--- config.mk ---
export PLATFORM = sky130hd
export DESIGN_NAME = alarm_buzzer_flat
export DESIGN_NICKNAME = d
export VERILOG_FILES = /design/src/rtl/alarm_buzzer_if.sv /design/src/rtl/alarm_buzzer.sv /design/src/flat_wrapper.sv
export SDC_FILE = /design/constraint.sdc
export NUM_CORES = 1
export LEC_CHECK = 0
export BUFFER_PORTS_ARGS = -buffer_cell sky130_fd_sc_hd__clkbuf_2
export CAP_MARGIN = 0
export CORE_ASPECT_RATIO = 2
export CORE_MARGIN = 1
export CORE_UTILIZATION = 60
export DETAILED_ROUTE_END_ITERATION = 6
export PLACE_DENSITY = 0.74
export SLEW_MARGIN = 20
export SYNTH_ARGS = -nofsm -noshare
export SYNTH_HDL_FRONTEND = slang
export SYNTH_SLANG_ARGS = --single-unit
--- constraint.sdc ---
create_clock -name clk -period 5.81 [get_ports clk]
set_input_delay 0.8715 -clock clk [delete_from_list [all_inputs] [get_ports clk]]
set_output_delay 0.8715 -clock clk [all_outputs]
set_load 0.01 [all_outputs]
--- src/rtl/alarm_buzzer_if.sv ---
// Alarm buzzer signal bundle: control strobes in, speaker drive and status out.
interface alarm_buzzer_if;
  logic tick_256;
  logic sound_alarm;
  logic mute;
  logic speaker;
  logic beeping;
  logic timed_out;

  modport master (
    output tick_256,
    output sound_alarm,
    output mute,
    input  speaker,
    input  beeping,
    input  timed_out
  );

  modport slave (
    input  tick_256,
    input  sound_alarm,
    input  mute,
    output speaker,
    output beeping,
    output timed_out
  );
endinterface

--- src/rtl/alarm_buzzer.sv ---
// Turns the sound_alarm level into a gated square-wave beep pattern with mute and auto-timeout.
// Define ALARM_ESCALATE_EN to halve the gap length once eight beep periods have completed.
module alarm_buzzer #(
  parameter int unsigned TONE_DIV       = 6250,
  parameter int unsigned BEEP_ON_TICKS  = 64,
  parameter int unsigned BEEP_OFF_TICKS = 64,
  parameter int unsigned TIMEOUT_TICKS  = 15360
) (
  input logic           clk,
  input logic           reset,
  alarm_buzzer_if.slave bus
);

  localparam int unsigned ToneW    = (TONE_DIV > 1) ? $clog2(TONE_DIV) : 1;
  localparam int unsigned PhaseMax = (BEEP_ON_TICKS > BEEP_OFF_TICKS) ? BEEP_ON_TICKS
                                                                      : BEEP_OFF_TICKS;
  localparam int unsigned PhaseW   = (PhaseMax > 1) ? $clog2(PhaseMax) : 1;
  localparam int unsigned TimeoutW = (TIMEOUT_TICKS > 1) ? $clog2(TIMEOUT_TICKS) : 1;

  localparam logic [ToneW-1:0]    ToneLast    = ToneW'(TONE_DIV - 1);
  localparam logic [PhaseW-1:0]   BurstLast   = PhaseW'(BEEP_ON_TICKS - 1);
  localparam logic [TimeoutW-1:0] TimeoutLast = TimeoutW'(TIMEOUT_TICKS - 1);

  typedef enum logic [1:0] {StIdle, StBurst, StGap, StSilenced} state_e;

  state_e                state_q, state_d;
  logic                  s_q;
  logic [ToneW-1:0]      tone_cnt_q, tone_cnt_d;
  logic                  tone_q, tone_d;
  logic [PhaseW-1:0]     burst_cnt_q, burst_cnt_d;
  logic [TimeoutW-1:0]   timeout_q, timeout_d;
  logic                  beeping_q, beeping_d;
  logic                  timed_out_q, timed_out_d;
  logic                  rise;
  logic                  timeout_hit;
  logic                  active;
  logic [PhaseW-1:0]     gap_last;

  assign rise        = !s_q && bus.sound_alarm;
  assign active      = (state_q == StBurst) || (state_q == StGap);
  assign timeout_hit = bus.tick_256 && (timeout_q == TimeoutLast);

`ifdef ALARM_ESCALATE_EN
  localparam int unsigned GapShort = ((BEEP_OFF_TICKS >> 1) == 0) ? 1 : (BEEP_OFF_TICKS >> 1);

  logic [3:0] esc_q, esc_d;

  // Counts full burst+gap periods; from the ninth period on the gap is shortened.
  always_comb begin
    esc_d = esc_q;
    if (state_d == StIdle) begin
      esc_d = 4'd0;
    end else if (state_q == StGap && state_d == StBurst && esc_q != 4'd8) begin
      esc_d = esc_q + 4'd1;
    end
  end

  always_ff @(posedge clk or negedge reset) begin
    if (!reset) begin
      esc_q <= 4'd0;
    end else begin
      esc_q <= esc_d;
    end
  end

  assign gap_last = (esc_q >= 4'd8) ? PhaseW'(GapShort - 1) : PhaseW'(BEEP_OFF_TICKS - 1);
`else
  assign gap_last = PhaseW'(BEEP_OFF_TICKS - 1);
`endif

  // State register plus registered output decodes.
  always_ff @(posedge clk or negedge reset) begin
    if (!reset) begin
      state_q     <= StIdle;
      s_q         <= 1'b0;
      tone_cnt_q  <= '0;
      tone_q      <= 1'b0;
      burst_cnt_q <= '0;
      timeout_q   <= '0;
      beeping_q   <= 1'b0;
      timed_out_q <= 1'b0;
    end else begin
      state_q     <= state_d;
      s_q         <= bus.sound_alarm;
      tone_cnt_q  <= tone_cnt_d;
      tone_q      <= tone_d;
      burst_cnt_q <= burst_cnt_d;
      timeout_q   <= timeout_d;
      beeping_q   <= beeping_d;
      timed_out_q <= timed_out_d;
    end
  end

  // Next state; a dropped alarm level overrides every other transition.
  always_comb begin
    state_d = state_q;
    unique case (state_q)
      StIdle: begin
        if (rise) state_d = StBurst;
      end
      StBurst: begin
        if (bus.mute || timeout_hit) begin
          state_d = StSilenced;
        end else if (bus.tick_256 && burst_cnt_q == BurstLast) begin
          state_d = StGap;
        end
      end
      StGap: begin
        if (bus.mute || timeout_hit) begin
          state_d = StSilenced;
        end else if (bus.tick_256 && burst_cnt_q == gap_last) begin
          state_d = StBurst;
        end
      end
      StSilenced: begin
        state_d = StSilenced;
      end
    endcase
    if (!bus.sound_alarm) state_d = StIdle;
  end

  // Tone divider, phase counter and timeout counter.
  always_comb begin
    tone_cnt_d  = '0;
    tone_d      = 1'b0;
    burst_cnt_d = '0;
    timeout_d   = timeout_q;

    if (state_q == StBurst && state_d == StBurst) begin
      if (tone_cnt_q == ToneLast) begin
        tone_cnt_d = '0;
        tone_d     = ~tone_q;
      end else begin
        tone_cnt_d = tone_cnt_q + 1'b1;
        tone_d     = tone_q;
      end
    end

    if (active && state_d == state_q) begin
      burst_cnt_d = bus.tick_256 ? burst_cnt_q + 1'b1 : burst_cnt_q;
    end

    if (state_q == StIdle) begin
      timeout_d = '0;
    end else if (active && bus.tick_256 && timeout_q != TimeoutLast) begin
      timeout_d = timeout_q + 1'b1;
    end
  end

  // Output decode of the next state, registered alongside it.
  always_comb begin
    beeping_d   = (state_d == StBurst) || (state_d == StGap);
    timed_out_d = (state_d == StSilenced);
  end

  assign bus.speaker   = tone_q;
  assign bus.beeping   = beeping_q;
  assign bus.timed_out = timed_out_q;

endmodule
--- src/flat_wrapper.sv ---
// flat-port wrapper written by rule: the top's interface ports become plain ports
module alarm_buzzer_flat 
#(
  parameter int unsigned TONE_DIV       = 6250,
  parameter int unsigned BEEP_ON_TICKS  = 64,
  parameter int unsigned BEEP_OFF_TICKS = 64,
  parameter int unsigned TIMEOUT_TICKS  = 15360
)
  (clk, reset, bus_tick_256, bus_sound_alarm, bus_mute, bus_speaker, bus_beeping, bus_timed_out);
  alarm_buzzer_if bus_i ();
  input logic clk;
  input logic reset;
  input wire logic [$bits(bus_i.tick_256)-1:0] bus_tick_256;
  input wire logic [$bits(bus_i.sound_alarm)-1:0] bus_sound_alarm;
  input wire logic [$bits(bus_i.mute)-1:0] bus_mute;
  output wire logic [$bits(bus_i.speaker)-1:0] bus_speaker;
  output wire logic [$bits(bus_i.beeping)-1:0] bus_beeping;
  output wire logic [$bits(bus_i.timed_out)-1:0] bus_timed_out;
  assign bus_i.tick_256 = bus_tick_256;
  assign bus_i.sound_alarm = bus_sound_alarm;
  assign bus_i.mute = bus_mute;
  assign bus_speaker = bus_i.speaker;
  assign bus_beeping = bus_i.beeping;
  assign bus_timed_out = bus_i.timed_out;
  alarm_buzzer #(.TONE_DIV(TONE_DIV), .BEEP_ON_TICKS(BEEP_ON_TICKS), .BEEP_OFF_TICKS(BEEP_OFF_TICKS), .TIMEOUT_TICKS(TIMEOUT_TICKS)) u_core (.clk(clk), .reset(reset), .bus(bus_i));
endmodule
-- Word-level counts from Yosys, hierarchy flattened
Index checks and enable logic that the tools add are counted.
W data, S select, Z words.
- register bits after elaboration: 39
- bits of input ports: 5
- bitwise logic cells: 1
- reduce and logical (&&, ||, !) cells: 13
- add/sub/neg operators: 3
- muxes and demuxes: 15
- equal/unequal tests: 13
- operators with widths (kind ; number):
    $mux W14 ; 2
    $mux W13 ; 2
    $add A14 B1 Y14 const B ; 1
    $eq A14 B14 Y1 const B ; 1
    $ne A14 B14 Y1 const B ; 1
    $add A13 B1 Y13 const B ; 1
    $eq A13 B13 Y1 const B ; 1
    $mux W2 ; 6
    $mux W6 ; 2
    $eq A2 B2 Y1 const B ; 4
    $pmux W2 S4 ; 1
    $logic_and A1 B1 Y1 ; 7
    $add A6 B1 Y6 const B ; 1
    $eq A6 B6 Y1 const B ; 1
    $eq A2 B1 Y1 const B ; 2
    $ne A2 B2 Y1 const B ; 2
    $logic_or A1 B1 Y1 ; 3
    $eq A2 B2 Y1 ; 1
    $logic_not A2 Y1 ; 1
    $mux W1 ; 2
    $reduce_bool A2 Y1 ; 1
    $logic_not A1 Y1 ; 1
    $not A1 Y1 ; 1

-- Depth between registers and ports, before layout
Gate-level depths: netlist of the first run.
- depth after elaboration: 9
- gate-level depth with buffers: 10
- gate-level depth less buffers: 9

-- Worst setup path after synthesis of the first run
Ideal clock, no wire load.
- kind: input -> register
- from: input bus_tick_256
- to: register u_core.tone_cnt_q[5]
- arrival time: 2402 ps
- stages: 9
- path slack: 3289 ps
- library setup time: 119 ps
- cell sequence: buf_2 nand4_1 o41ai_4 nor2_1 a221o_1 ha_1 nand3_1 buf_4 nor2_1
- word-level cells in the longest chain between the ends: 8
- elaborated cells on any way between the ends: 12
- classes of those cells: 1 x eq/ne; 7 x mux; 4 x reduce/logical
- RTL lines (element ; RTL line ; text):
    start: declaration ; flat_wrapper.sv:13 ; input wire logic [$bits(bus_i.tick_256)-1:0] bus_tick_256;
    $logic_and A1 B1 Y1, on equally long branches ; alarm_buzzer.sv:104, alarm_buzzer.sv:111, alarm_buzzer.sv:41 ;
    $mux W2, or another cell as far along ; alarm_buzzer.sv:111 ; end else if (bus.tick_256 && burst_cnt_q == gap_last) begin
    $mux W2, on equally long branches ; alarm_buzzer.sv:109, alarm_buzzer.sv:102 ;
    $pmux W2 S4 (*) ; alarm_buzzer.sv:97 ; unique case (state_q)
    $mux W2 (*) ; alarm_buzzer.sv:119 ; if (!bus.sound_alarm) state_d = StIdle;
    $eq A2 B1 Y1 (*) ; alarm_buzzer.sv:129 ; if (state_q == StBurst && state_d == StBurst) begin
    $logic_and A1 B1 Y1 (*) ; alarm_buzzer.sv:129 ;
    $mux W13 (*) ; alarm_buzzer.sv:129 ;
    named net u_core.tone_cnt_d[5] ; alarm_buzzer.sv:28 ; logic [ToneW-1:0] tone_cnt_q, tone_cnt_d;
    end signal: assignment ; alarm_buzzer.sv:85 ; tone_cnt_q <= tone_cnt_d;
    end: declaration ; alarm_buzzer.sv:28 ;
Mark *: on every way through the listed nets, which the timed path passes. The rest lies on a longest branch.
A chain may end at the register's enable or synchronous reset.

-- Final worst setup path of the first run
- from: register u_core.state_q[1]
- to: register u_core.tone_cnt_q[3]
- elaborated cells on any way between the ends: 14
- classes of those cells: 4 x eq/ne; 8 x mux; 2 x reduce/logical
- RTL lines (element ; RTL line ; text):
    start: declaration ; alarm_buzzer.sv:26 ; state_e state_q, state_d;
    start signal: assignment ; alarm_buzzer.sv:74 ; state_q <= StIdle;
    start signal: assignment ; alarm_buzzer.sv:83 ; state_q <= state_d;
    $eq A2 B2 Y1, or another cell as far along ; alarm_buzzer.sv:97 ;
    $pmux W2 S4 (*) ; alarm_buzzer.sv:97 ;
    $mux W2 (*) ; alarm_buzzer.sv:119 ;
    named net u_core.state_d[0] ; alarm_buzzer.sv:26 ;
    $eq A2 B1 Y1 (*) ; alarm_buzzer.sv:129 ;
    $logic_and A1 B1 Y1 (*) ; alarm_buzzer.sv:129 ;
    $mux W13 (*) ; alarm_buzzer.sv:129 ;
    named net u_core.tone_cnt_d[3] ; alarm_buzzer.sv:28 ;
Marked as above.

==> results of run 1 <==
[through the flow]
stage	setup WS, ns	area (µm²)	instances	util, %	total power (µW)
finish	2.86	2230	256	66.0	713
global route	2.68	2230	256	66.0	755
global placement	3.02	2140	248	63.5	526
floorplan	3.29	2090	214	-	477
detailed placement	2.88	2140	248	63.5	542
CTS	2.86	2230	256	66.0	718
[synthesized netlist by cell type]
master    instances  share of area, %
o211ai_1          2              0.72
and3_2            1              0.36
and2_1            1              0.30
or4_1             1              0.36
inv_1             8               1.4
a221oi_1          1              0.42
nand4_4           1               1.0
xnor2_1          12               5.0
nor2_1           34               6.1
nor4b_1           1              0.42
buf_4             1              0.36
and3_1            2              0.60
o21ai_0           6               1.4
nand2_1          12               2.2
xor2_1           16               6.7
o21a_1            1              0.36
or3_1             2              0.60
o41ai_1           1              0.42
nand3_1          18               4.3
nand4b_1          2              0.84
mux2i_1           1              0.48
clkbuf_1          2              0.36
nand4_1          12               3.6
nor3_1           12               2.9
nor4_1            2              0.60
o41ai_4           1               1.3
ha_1             10               6.0
or4b_1            1              0.48
nor3b_1           1              0.36
a31oi_1           1              0.30
a221o_1           1              0.48
buf_2             2              0.48
o31ai_2           1              0.60
a21oi_1           4              0.96
dfrtp_1          39                47
mux2_4            1              0.72
[registers in the layout, summed over array words and instances, names as in the netlist]
| name | cells |
|---|---|
| u_core.bus.beeping | 1 |
| u_core.timeout_q | 14 |
| u_core.tone_cnt_q | 13 |
| u_core.burst_cnt_q | 6 |
| u_core.bus.timed_out | 1 |
| u_core.state_q | 2 |
| u_core.s_q | 1 |
| u_core.bus.speaker | 1 |
[path summary, 6_finish.rpt]
| kind | startpoint | end | cells past startpoint |
|---|---|---|---|
| max | u_core.state_q[1] | u_core.tone_cnt_q[3] | 9 |
| min | u_core.tone_cnt_q[0] | u_core.tone_cnt_q[0] | 1 |
| max reg2reg | u_core.state_q[1] | u_core.tone_cnt_q[3] | 9 |
| min reg2reg | u_core.tone_cnt_q[0] | u_core.tone_cnt_q[0] | 1 |
| max in group asynchronous | reset | u_core.tone_cnt_q[1] | 1 |
| min in group asynchronous | reset | u_core.timeout_q[6] | 1 |
[power by group through the flow]
stage,combinational [µW],clock [µW],sequential [µW]
floorplan,159,0,318
finish,219,175,319
detailed placement,218,0,324
CTS,219,180,318
global placement,206,0,320
global route,242,190,322
[cell families (layout without fill, tap and decap cells)]
family	count (synthesis)	in the layout	synth area share, %
xor+xnor	28	28	11.7
simple gates	103	103	24.9
fa+ha+maj	10	10	5.97
flops	39	39	46.6
mux	2	2	1.19
buf+inv	13	23	2.63
compound gates	19	19	6.99
[worst max-delay path: stages, from the launching register on]
cell     delay (ns)
dfrtp_1        0.51
inv_1          0.11
ha_1           0.45
o41ai_1        0.62
inv_1          0.11
o31ai_2        0.11
a31oi_1        0.13
ha_1           0.28
nand3_1        0.39
nor2_1         0.11
[metal layers]
| layer | global-route usage (%) | vias to the layer above |
|---|---|---|
| li1 | - | 771 |
| met1 | 26.4 | 779 |
| met2 | 47.1 | 27 |
| met3 | 4.00 | 7 |
| met4 | 12.5 | 0 |
| met5 | 0 | - |
[area by class of cell]
class                   instances  area [µm²]  area share [%]
inverters                       8        30.0            1.35
clock inverters                 2        12.5           0.561
repair buffers                  7        35.0            1.57
flip-flops and latches         39         976            43.8
well taps                      32        40.0            1.80
multi-input cells             162        1060            47.7
clock buffers                   6        72.6            3.25
[layout by cell type (no fill, tap or decap), drive strengths merged, types with 3 or more instances in the layout]
cell type  instances
a21oi              4
xor2              16
nand3             18
nand2             12
ha                10
o21ai              6
nor3              12
dfrtp             39
nand4             13
inv                8
and3               3
clkbuf            13
nor2              34
xnor2             12
==> summary.md, run 1 <==
| Metric | Value |
|---|---|
| Status | finished clean |
| Fin. max-slew vios | 0 |
| Max Cap Viol | 0 |
| Die area | 0.00375 mm² |
| Kind of critical path | reg -> reg |
| Leak Pwr | 0.000939 µW |
| # clock sinks | 39 |
| Syn nets | 229 |
| PostCTS Resize Cnt | 0 |
| Total GRT Usage | between 20% and 30% |
| Vias in the first global route | 1662 |
| CTS tree | yes |
| Synth Instances | 214 |
| RSZ-0062 raised after global routing | no |
| Fin. Hold Viols | 0 |
| Psw | 267 µW |
| Metal2 WL | 2480 µm |
| Req. time, crit path | 5.97 ns |
| CTS Buffer Depth | 2 |
| IO buf count | 7 |
| Antenna viol nets, final | 0 |
| DR vias/cell | around 6.2 |
| H-tree depth | 2 |
| Synth Area per Inst | between 9 and 10 µm² |
| Initial antenna violation count | 0 |
| Seq/Total Area, Yosys | 46.6% |
| First-pass GRT wire length | between 7000 and 8000 µm |
| Reg power frac | 44.7% |
| Worst slew pin tran | 0.963 ns |
| Starting density of the core | 62.0% |
| Worst Path Max Fanout | 21 |
| Maximum number of pins on one net before global-route repair | 40 |
| Avg WL per Cell | 16.3 µm |
| Pwr/cell area | roughly 320 mW/mm² |
| Slew margin rel. | 35.8% |
| Mapped Area | between 0.002 and 0.0025 mm² |
| CTS Hold Bufs | 0 |
| Drt first pass iters | 4 |
| Routed wire length | 4170 µm |
| Clk pwr share | approximately a quarter |
| Combinational share of power | 30.8% |
| R2r setup slk | about 2.9 ns |
| Layout fillers | around 300 |
| GP Congestion | 0.843 |
| Total gr overflow | 0 |
| Diodes inserted | 0 |
| Met1 WL | ~1500 µm |
| Die height | 85.6 µm |
| Worst Setup End Kind | register |
| Min Tclk post-route | 2.95 ns |
| Vias | between 1500 and 2000 |
| Synth-to-Final Area Change | 6.45% |
| Crit path launch type | register |
| Hold slack | 0.542 ns |
| DR iter-0 viols | 31 |
| Num rows | 30 |
| Clock Skew | ~0.012 ns |
| Post-CTS Setup Bufs | 0 |
| Sw frac | between 30% and 40% |
| Period Utilization, post-route | 50.8% |
| Remaining DRCs | 0 |
| Reg clk slew, reported paths | 0.07 ns |
| Internal | ~450 µW |
| Later-pin clock latency in the skew report | approximately 0.29 ns |
| Crit path arrival time | 3.11 ns |
| #FFs+latches synth | 39 |
| Ports | 8 |
| Post-synth cell types | 36 |
| Highest metal used | met4 |
| Met3 routed WL | 94 µm |
| Setup TNS | 0 ns |
| VDD IR max | 0.205 mV |
| Hold Path Class | reg -> reg |
| DP HPWL | 3130 µm |
| Die Span X | 43.8 µm |
| Yosys warns | 0 |
| Nets@finish | around 240 |
| Final setup viols | 0 |
| Clock buffers created by TritonCTS | 5 |
| Fmax | 339 MHz |
| Share of cells above drive strength 1 | 8.48% |
| Core area | 0.00338 mm² |
| Clock root cell | clkbuf_8 |
Power figures use the tool's default switching activity.
==> run 2, diff against run 1 <==
--- a/config.mk
+++ b/config.mk
@@ -9,9 +9,9 @@
 export CAP_MARGIN = 0
 export CORE_ASPECT_RATIO = 2
 export CORE_MARGIN = 1
-export CORE_UTILIZATION = 60
+export CORE_UTILIZATION = 55
 export DETAILED_ROUTE_END_ITERATION = 6
-export PLACE_DENSITY = 0.74
+export PLACE_DENSITY = 0.71
 export SLEW_MARGIN = 20
 export SYNTH_ARGS = -nofsm -noshare
 export SYNTH_HDL_FRONTEND = slang
==> constraint.sdc (replaced) <==
create_clock -name clk -period 2.6 [get_ports clk]
set_input_delay 0.39 -clock clk [delete_from_list [all_inputs] [get_ports clk]]
set_output_delay 0.39 -clock clk [all_outputs]
set_load 0.01 [all_outputs]
==> summary.md, run 2 (same netlist as run 1, synthesis figures left out) <==
| Metric | Value |
|---|---|
| Req. time, crit path | 2.78 ns (-3.19 ns) |
| Slew margin rel. | 43.2% (+7.4 points) |
| Fin. max-slew vios | 0 (unchanged) |
| Die Span X | 45.6 µm (+4.2%) |
| Crit path max-delay family | compound AO/OA/AOI/OAI gates |
| Worst Path Max Fanout | 13 (-38%) |
| Total gr overflow | 0 (unchanged) |
| Period Utilization, post-route | 90.8% (+40 points) |
| Routed wire length | 4250 µm (+1.7%) |
| Footprint of the multi-input gates | 0.00108 mm² (+1.3%) |
| Critical-path cell list | inv_1, ha_1, nor2_1, o21ai_0, o31ai_2, a31oi_2, ha_1, nand3_1, buf_4, nor2_1 |
| Drt first pass iters | 4 (unchanged) |
| Commonest cells after routing, fill and taps aside | 39 x dfrtp_1, 34 x nor2_1, 18 x nand3_1 |
| Status | finished clean |
| Ports | 8 (unchanged) |
| GP Congestion | 0.835 (-1.0%) |
| DR iter-0 viols | 20 (-35%) |
| DR vias/cell | 5.87 (-5.1%) |
| Setup TNS | 0 ns (unchanged) |
| Avg WL per Cell | 15.5 µm (-4.9%) |
| Final setup viols | 0 (unchanged) |
| Crit path largest cell delay | 0.47 ns (-0.15 ns) |
| Max Cap Viol | 0 (unchanged) |
| Clock Skew | 0.00984 ns (-0.00236 ns) |
| Max reg flops | 14 (unchanged) |
| Nets@finish | 240 (+0.84%) |
| Leak Pwr | 0.000963 µW (+2.5%) |
| Kind of critical path | reg -> reg |
| Synth-to-Final Area Change | 9.68% |
| Cell Area, Placed | 0.00218 mm² (+1.7%) |
| Fmax | 424 MHz (+25%) |
| Die height | 89.3 µm (+4.3%) |
| Finished layout cell area | 0.00230 mm² (+3.0%) |
| Later-pin clock latency in the skew report | 0.30 ns (about the same) |
| CTS Buffer Depth | 2 (unchanged) |
| Starting density of the core | 57.4% (-4.6 points) |
| Crit path arrival time | 2.54 ns (-0.57 ns) |
| DP HPWL | 3310 µm (+5.8%) |
| Post-Place Cells | 267 (+7.7%) |
| Initial antenna violation count | 0 (unchanged) |
| Clock root cell | clkbuf_8 |
| Post-CTS Setup Bufs | 0 (unchanged) |
| Die area | 0.00407 mm² (+8.8%) |
| Worst slew pin tran | 0.853 ns (-0.110 ns) |
| H-tree depth | 2 (unchanged) |
| Layout fillers | 343 (+15%) |
| Core area | 0.00365 mm² (+7.9%) |
| Crit path launch type | register |
| Total GRT Usage | 24.7% (-0.87 points) |
| Pwr/cell area | 748 mW/mm² (+130%) |
| Most common cell after layout, fill and taps aside | dfrtp_1 |
| Vias | 1609 (+1.6%) |
| Min Tclk post-route | 2.36 ns (-0.592 ns) |
| Hold Path Class | in -> async |
| Final Util | 63.0% (-3.0 points) |
| Maximum number of pins on one net before global-route repair | 40 (unchanged) |
| RSZ-0062 raised after global routing | no |
| IO buf count | 7 (unchanged) |
| Clock buffers created by TritonCTS | 5 (unchanged) |
| Slowest-stage cell, CP | dfrtp_1 |
| Diodes inserted | 0 (unchanged) |
| Num rows | 31 (+3.3%) |
| First-pass GRT wire length | 7160 µm (+0.49%) |
| Bufs and invs on worst path | 2 (unchanged) |
| CTS tree | yes |
| Biggest regs | u_core.timeout_q (14), u_core.tone_cnt_q (13), u_core.burst_cnt_q (6) |
| Reg clk slew, reported paths | 0.07 ns (about the same) |
| Share of cells above drive strength 1 | 9.78% (+1.3 points) |
| Vias in the first global route | 1614 (-2.9%) |
| Antenna viol nets, final | 0 (unchanged) |
| Remaining DRCs | 0 (unchanged) |
| Reg with most FFs | u_core.timeout_q |
| Fin cells | 274 (+7.0%) |
| Worst Setup End Kind | register |
| # clock sinks | 39 (unchanged) |
| Reg area | 976 µm² (unchanged) |
| Fin. Hold Viols | 0 (unchanged) |
| VDD IR max | 0.726 mV (+250%) |
| CTS Hold Bufs | 0 (unchanged) |
[run 2: power breakdown]
group	switching, µW	internal (µW)	total, µW
registers	57.2	652	709
logic	347	179	526
clock network	203	281	484
total	607	1110	1720
[run 2: through the flow]
stage | setup WS (ns) | hold slack (ns) | power [µW]
CTS | 0.0739 | 0.229 | 1720
global route | 0.0629 | 0.235 | 1820
global placement | 0.137 | 0.497 | 1220
detailed placement | 0.100 | 0.516 | 1230
floorplan | 0.453 | 0.0944 | 1070
finish | 0.239 | 0.195 | 1720
[run 2: path summary, 6_finish.rpt]
kind / start / endpoint / slack (ns) / cells past startpoint
setup / recovery: u_core.state_q[0] / u_core.tone_cnt_q[11] / 0.24 / 10
hold / removal: reset / u_core.timeout_q[5] / 0.19 / 1
hold reg to reg: u_core.tone_cnt_q[0] / u_core.tone_cnt_q[0] / 0.52 / 1
setup reg to reg: u_core.state_q[0] / u_core.tone_cnt_q[11] / 0.24 / 10
max in group asynchronous: reset / u_core.burst_cnt_q[1] / 1.86 / 1
min in group clk: bus_sound_alarm / u_core.s_q / 0.24 / 1
[run 2: per-layer routing]
layer | global-route usage (%) | routed length (µm)
met3 | 4.04 | 107
met4 | 11.3 | 105
met1 | 23.5 | 1440
met5 | 0 | 0
met2 | 47.7 | 2590
[run 2: cell type report]
cell class                 instances  share of cell area, %
clock buffer                       6                   3.16
tap                               49                   2.67
multi-input combinational        162                   46.9
sequential                        39                   42.5
timing repair buffer               9                   2.18
inverter                           8                   1.31
clock inverter                     1                   1.31
[run 2: timing repair]
action	CTS	global route
endpoints found under the hold margin	0	0
gates resized for setup	0	2
endpoints found under the setup margin	0	13
==> run 3, diff against run 2 <==
--- a/config.mk
+++ b/config.mk
@@ -5,6 +5,8 @@
 export SDC_FILE = /design/constraint.sdc
 export NUM_CORES = 1
 export LEC_CHECK = 0
+export ABC_AREA = 1
+export ABC_CLOCK_PERIOD_IN_PS = 2600
 export BUFFER_PORTS_ARGS = -buffer_cell sky130_fd_sc_hd__clkbuf_2
 export CAP_MARGIN = 0
 export CORE_ASPECT_RATIO = 2
==> summary.md, run 3 <==
| Metric | Value |
|---|---|
| # clock sinks | 39 (unchanged) |
| Antenna viol nets, final | 0 (unchanged) |
| Commonest cells in the synthesized netlist | 46 x nand2_1, 39 x dfrtp_1, 37 x inv_1 |
| Crit path launch type | register |
| Yosys top cell by area | dfrtp_1 |
| Synth-to-Final Area Change | 11.7% |
| Vias | 1721 (+7.0%) |
| Min Tclk post-route | 2.38 ns (+0.0211 ns) |
| GP Congestion | 0.804 (-3.6%) |
| Synth Instances | 258 (+21%) |
| Clock Skew | 0.00918 ns (-0.000659 ns) |
| Routed wire length | 4300 µm (+1.2%) |
| Period Utilization, post-route | 91.6% (+0.81 points) |
| Final Util | 65.6% (+2.6 points) |
| Worst Setup End Kind | register |
| Drt first pass iters | 4 (unchanged) |
| Worst slew pin tran | 0.860 ns (+0.00731 ns) |
| Hold Path Class | in -> async |
| Async S/R FF share, synth | 100% (unchanged) |
| R2r setup slk | 0.22 ns (-0.02 ns) |
| Starting density of the core | 58.7% (+1.2 points) |
| Die Span X | 46.3 µm (+1.5%) |
| Later-pin clock latency in the skew report | 0.29 ns (about the same) |
| Pwr/cell area | 808 mW/mm² (+7.9%) |
| Clock root cell | clkbuf_8 |
| Reg with most FFs | u_core.timeout_q |
| Req. time, crit path | 2.78 ns (about the same) |
| Biggest regs | u_core.timeout_q (14), u_core.tone_cnt_q (13), u_core.burst_cnt_q (6) |
| Nets@finish | 286 (+19%) |
| Status | finished clean |
| Most common cell after layout, fill and taps aside | nand2_1 |
| First-pass GRT wire length | 6920 µm (-3.3%) |
| IO buf count | 7 (unchanged) |
| Remaining DRCs | 0 (unchanged) |
| Count leader, synth | nand2_1 |
| Finished layout cell area | 0.00242 mm² (+5.2%) |
| Yosys warns | 0 (unchanged) |
| Synth Area per Inst | 8.38 µm² (-14%) |
| DR iter-0 viols | 30 (+50%) |
| Leak Pwr | 0.00110 µW (+14%) |
| CTS Buffer Depth | 2 (unchanged) |
| Fmax | 420 MHz (-0.89%) |
| Total gr overflow | 0 (unchanged) |
| Total power | 1950 µW (+13%) |
| Reg clk slew, reported paths | 0.08 ns (about the same) |
| Layout fillers | 349 (+1.7%) |
| Share of cells above drive strength 1 | 15.4% (+5.7 points) |
| Vias in the first global route | 1681 (+4.2%) |
| Largest cells by area after synthesis | dfrtp_1 45%, nand2_1 8.0%, inv_1 6.4% |
| Worst Path Max Fanout | 12 (-1) |
| Initial antenna violation count | 0 (unchanged) |
| Max reg flops | 14 (unchanged) |
| Avg WL per Cell | 13.4 µm (-14%) |
| Cell Area, Placed | 0.00226 mm² (+3.7%) |
| Maximum number of pins on one net before global-route repair | 40 (unchanged) |
| Num rows | 31 (unchanged) |
| EDFF count, synth | 0 (unchanged) |
| Max Cap Viol | 0 (unchanged) |
| Ports | 8 (unchanged) |
| Seq/Total Area, Yosys | 45.1% (-1.5 points) |
| DR vias/cell | 5.36 (-8.7%) |
| CP Launch Point | u_core.timeout_q[0] |
| Final setup viols | 0 (unchanged) |
| Reg-to-Reg Start | u_core.timeout_q[0] |
| Clock buffers created by TritonCTS | 5 (unchanged) |
| DP HPWL | 3230 µm (-2.7%) |
| Die height | 90.7 µm (+1.6%) |
| Die area | 0.00420 mm² (+3.1%) |
| Total GRT Usage | 22.5% (-2.2 points) |
| Syn nets | 273 (+19%) |
| Slew margin rel. | 42.7% (-0.49 points) |
| Mapped Area | 0.00216 mm² (+3.2%) |
| Post-synth cell types | 37 (+2.8%) |
| Post-synth top area share | 45.1% (-1.5 points) |
| Diodes inserted | 0 (unchanged) |
| Fin. max-slew vios | 0 (unchanged) |
| #FFs+latches synth | 39 (unchanged) |
| Commonest cells after routing, fill and taps aside | 46 x nand2_1, 39 x dfrtp_1, 37 x inv_1 |
| Fin. Hold Viols | 0 (unchanged) |
| Core area | 0.00368 mm² (+1.1%) |
| H-tree depth | 2 (unchanged) |
| Top FF cell, synth | dfrtp_1 |
| VDD IR max | 0.840 mV (+16%) |
| Kind of critical path | reg -> reg |
| CTS tree | yes |
| Crit path arrival time | 2.56 ns (+0.02 ns) |
[run 3: cell count changes after synthesis, moves of 4 or more]
cell | previous run | this run
nor2_1 | 34 | 28
a21oi_1 | 4 | 10
nand2_1 | 12 | 46
nand3_2 | 0 | 4
nand2_2 | 0 | 5
nand4_1 | 12 | 2
inv_1 | 8 | 37
xor2_1 | 16 | 6
nor3_1 | 12 | 7
xnor2_1 | 12 | 2
[run 3: stage by stage]
step	TNS, ns	std cells	setup WS, ns	hold slack (ns)
detailed placement	0	313	0.207	0.498
floorplan	0	258	0.384	0.0944
global route	-0.0330	321	-0.0172	0.265
finish	0	321	0.218	0.207
global placement	0	313	0.302	0.491
CTS	0	321	0.104	0.265
[run 3: path summary, 6_finish.rpt]
check,end,depth (start not counted)
max,u_core.tone_cnt_q[9],14
min reg2reg,u_core.tone_cnt_q[0],1
max in group asynchronous,u_core.timeout_q[0],1
min,u_core.tone_cnt_q[12],1
max reg2reg,u_core.tone_cnt_q[9],14
min in group clk,u_core.s_q,1
[run 3: routing by layer]
metal / global-route usage [%] / up-vias / wire, µm
met2: 42.4 / 19 / 2550
met3: 4.60 / 12 / 81
met4: 9.80 / 0 / 121
met5: 0 / - / 0
met1: 20.3 / 833 / 1540
li1: - / 857 / -
[run 3: timing repair]
action	in CTS	in global routing
hold buffers	0	0
setup endpoints to repair	0	9
buffers inserted	0	0
gates resized for setup	0	4
[run 3: cells by family after synthesis]
group,count (synthesis),share of synthesized area (%)
AOI/OAI and AO/OA,30,8.85
xor gates and xnor gates,8,3.24
adders and majority gates,10,5.79
buffers and inverters,43,7.81
DFF,39,45.1
muxes,1,0.463
and+or+nand+nor,127,28.7
[run 3: final cells by class]
class	count	area, µm²	share of cell area (%)
Multi-Input combinational cell	176	1040	43.0
Inverter	39	149	6.16
Timing Repair Buffer	10	57.6	2.38
Sequential cell	39	976	40.4
Tap cell	49	61.3	2.54
Clock inverter	2	60.1	2.49
Clock buffer	6	72.6	3.00
[run 3: critical path: stages, from the launching register on]
cell and delay, ns:
dfrtp_1 0.38, ha_1 0.24, nand3_2 0.14, nor2_4 0.15
nand3_2 0.08, nand3_1 0.08, nand2_1 0.06, nand2_2 0.06
nand2_2 0.07, a31oi_2 0.20, ha_1 0.19, nand2_1 0.10
inv_1 0.14, o31ai_4 0.16, a2111oi_2 0.24
[run 3: power breakdown]
part	leakage, µW	internal, µW	switching [µW]
registers	0.000538	659	51.4
logic	0.000494	211	441
clock network	0.0000654	384	205
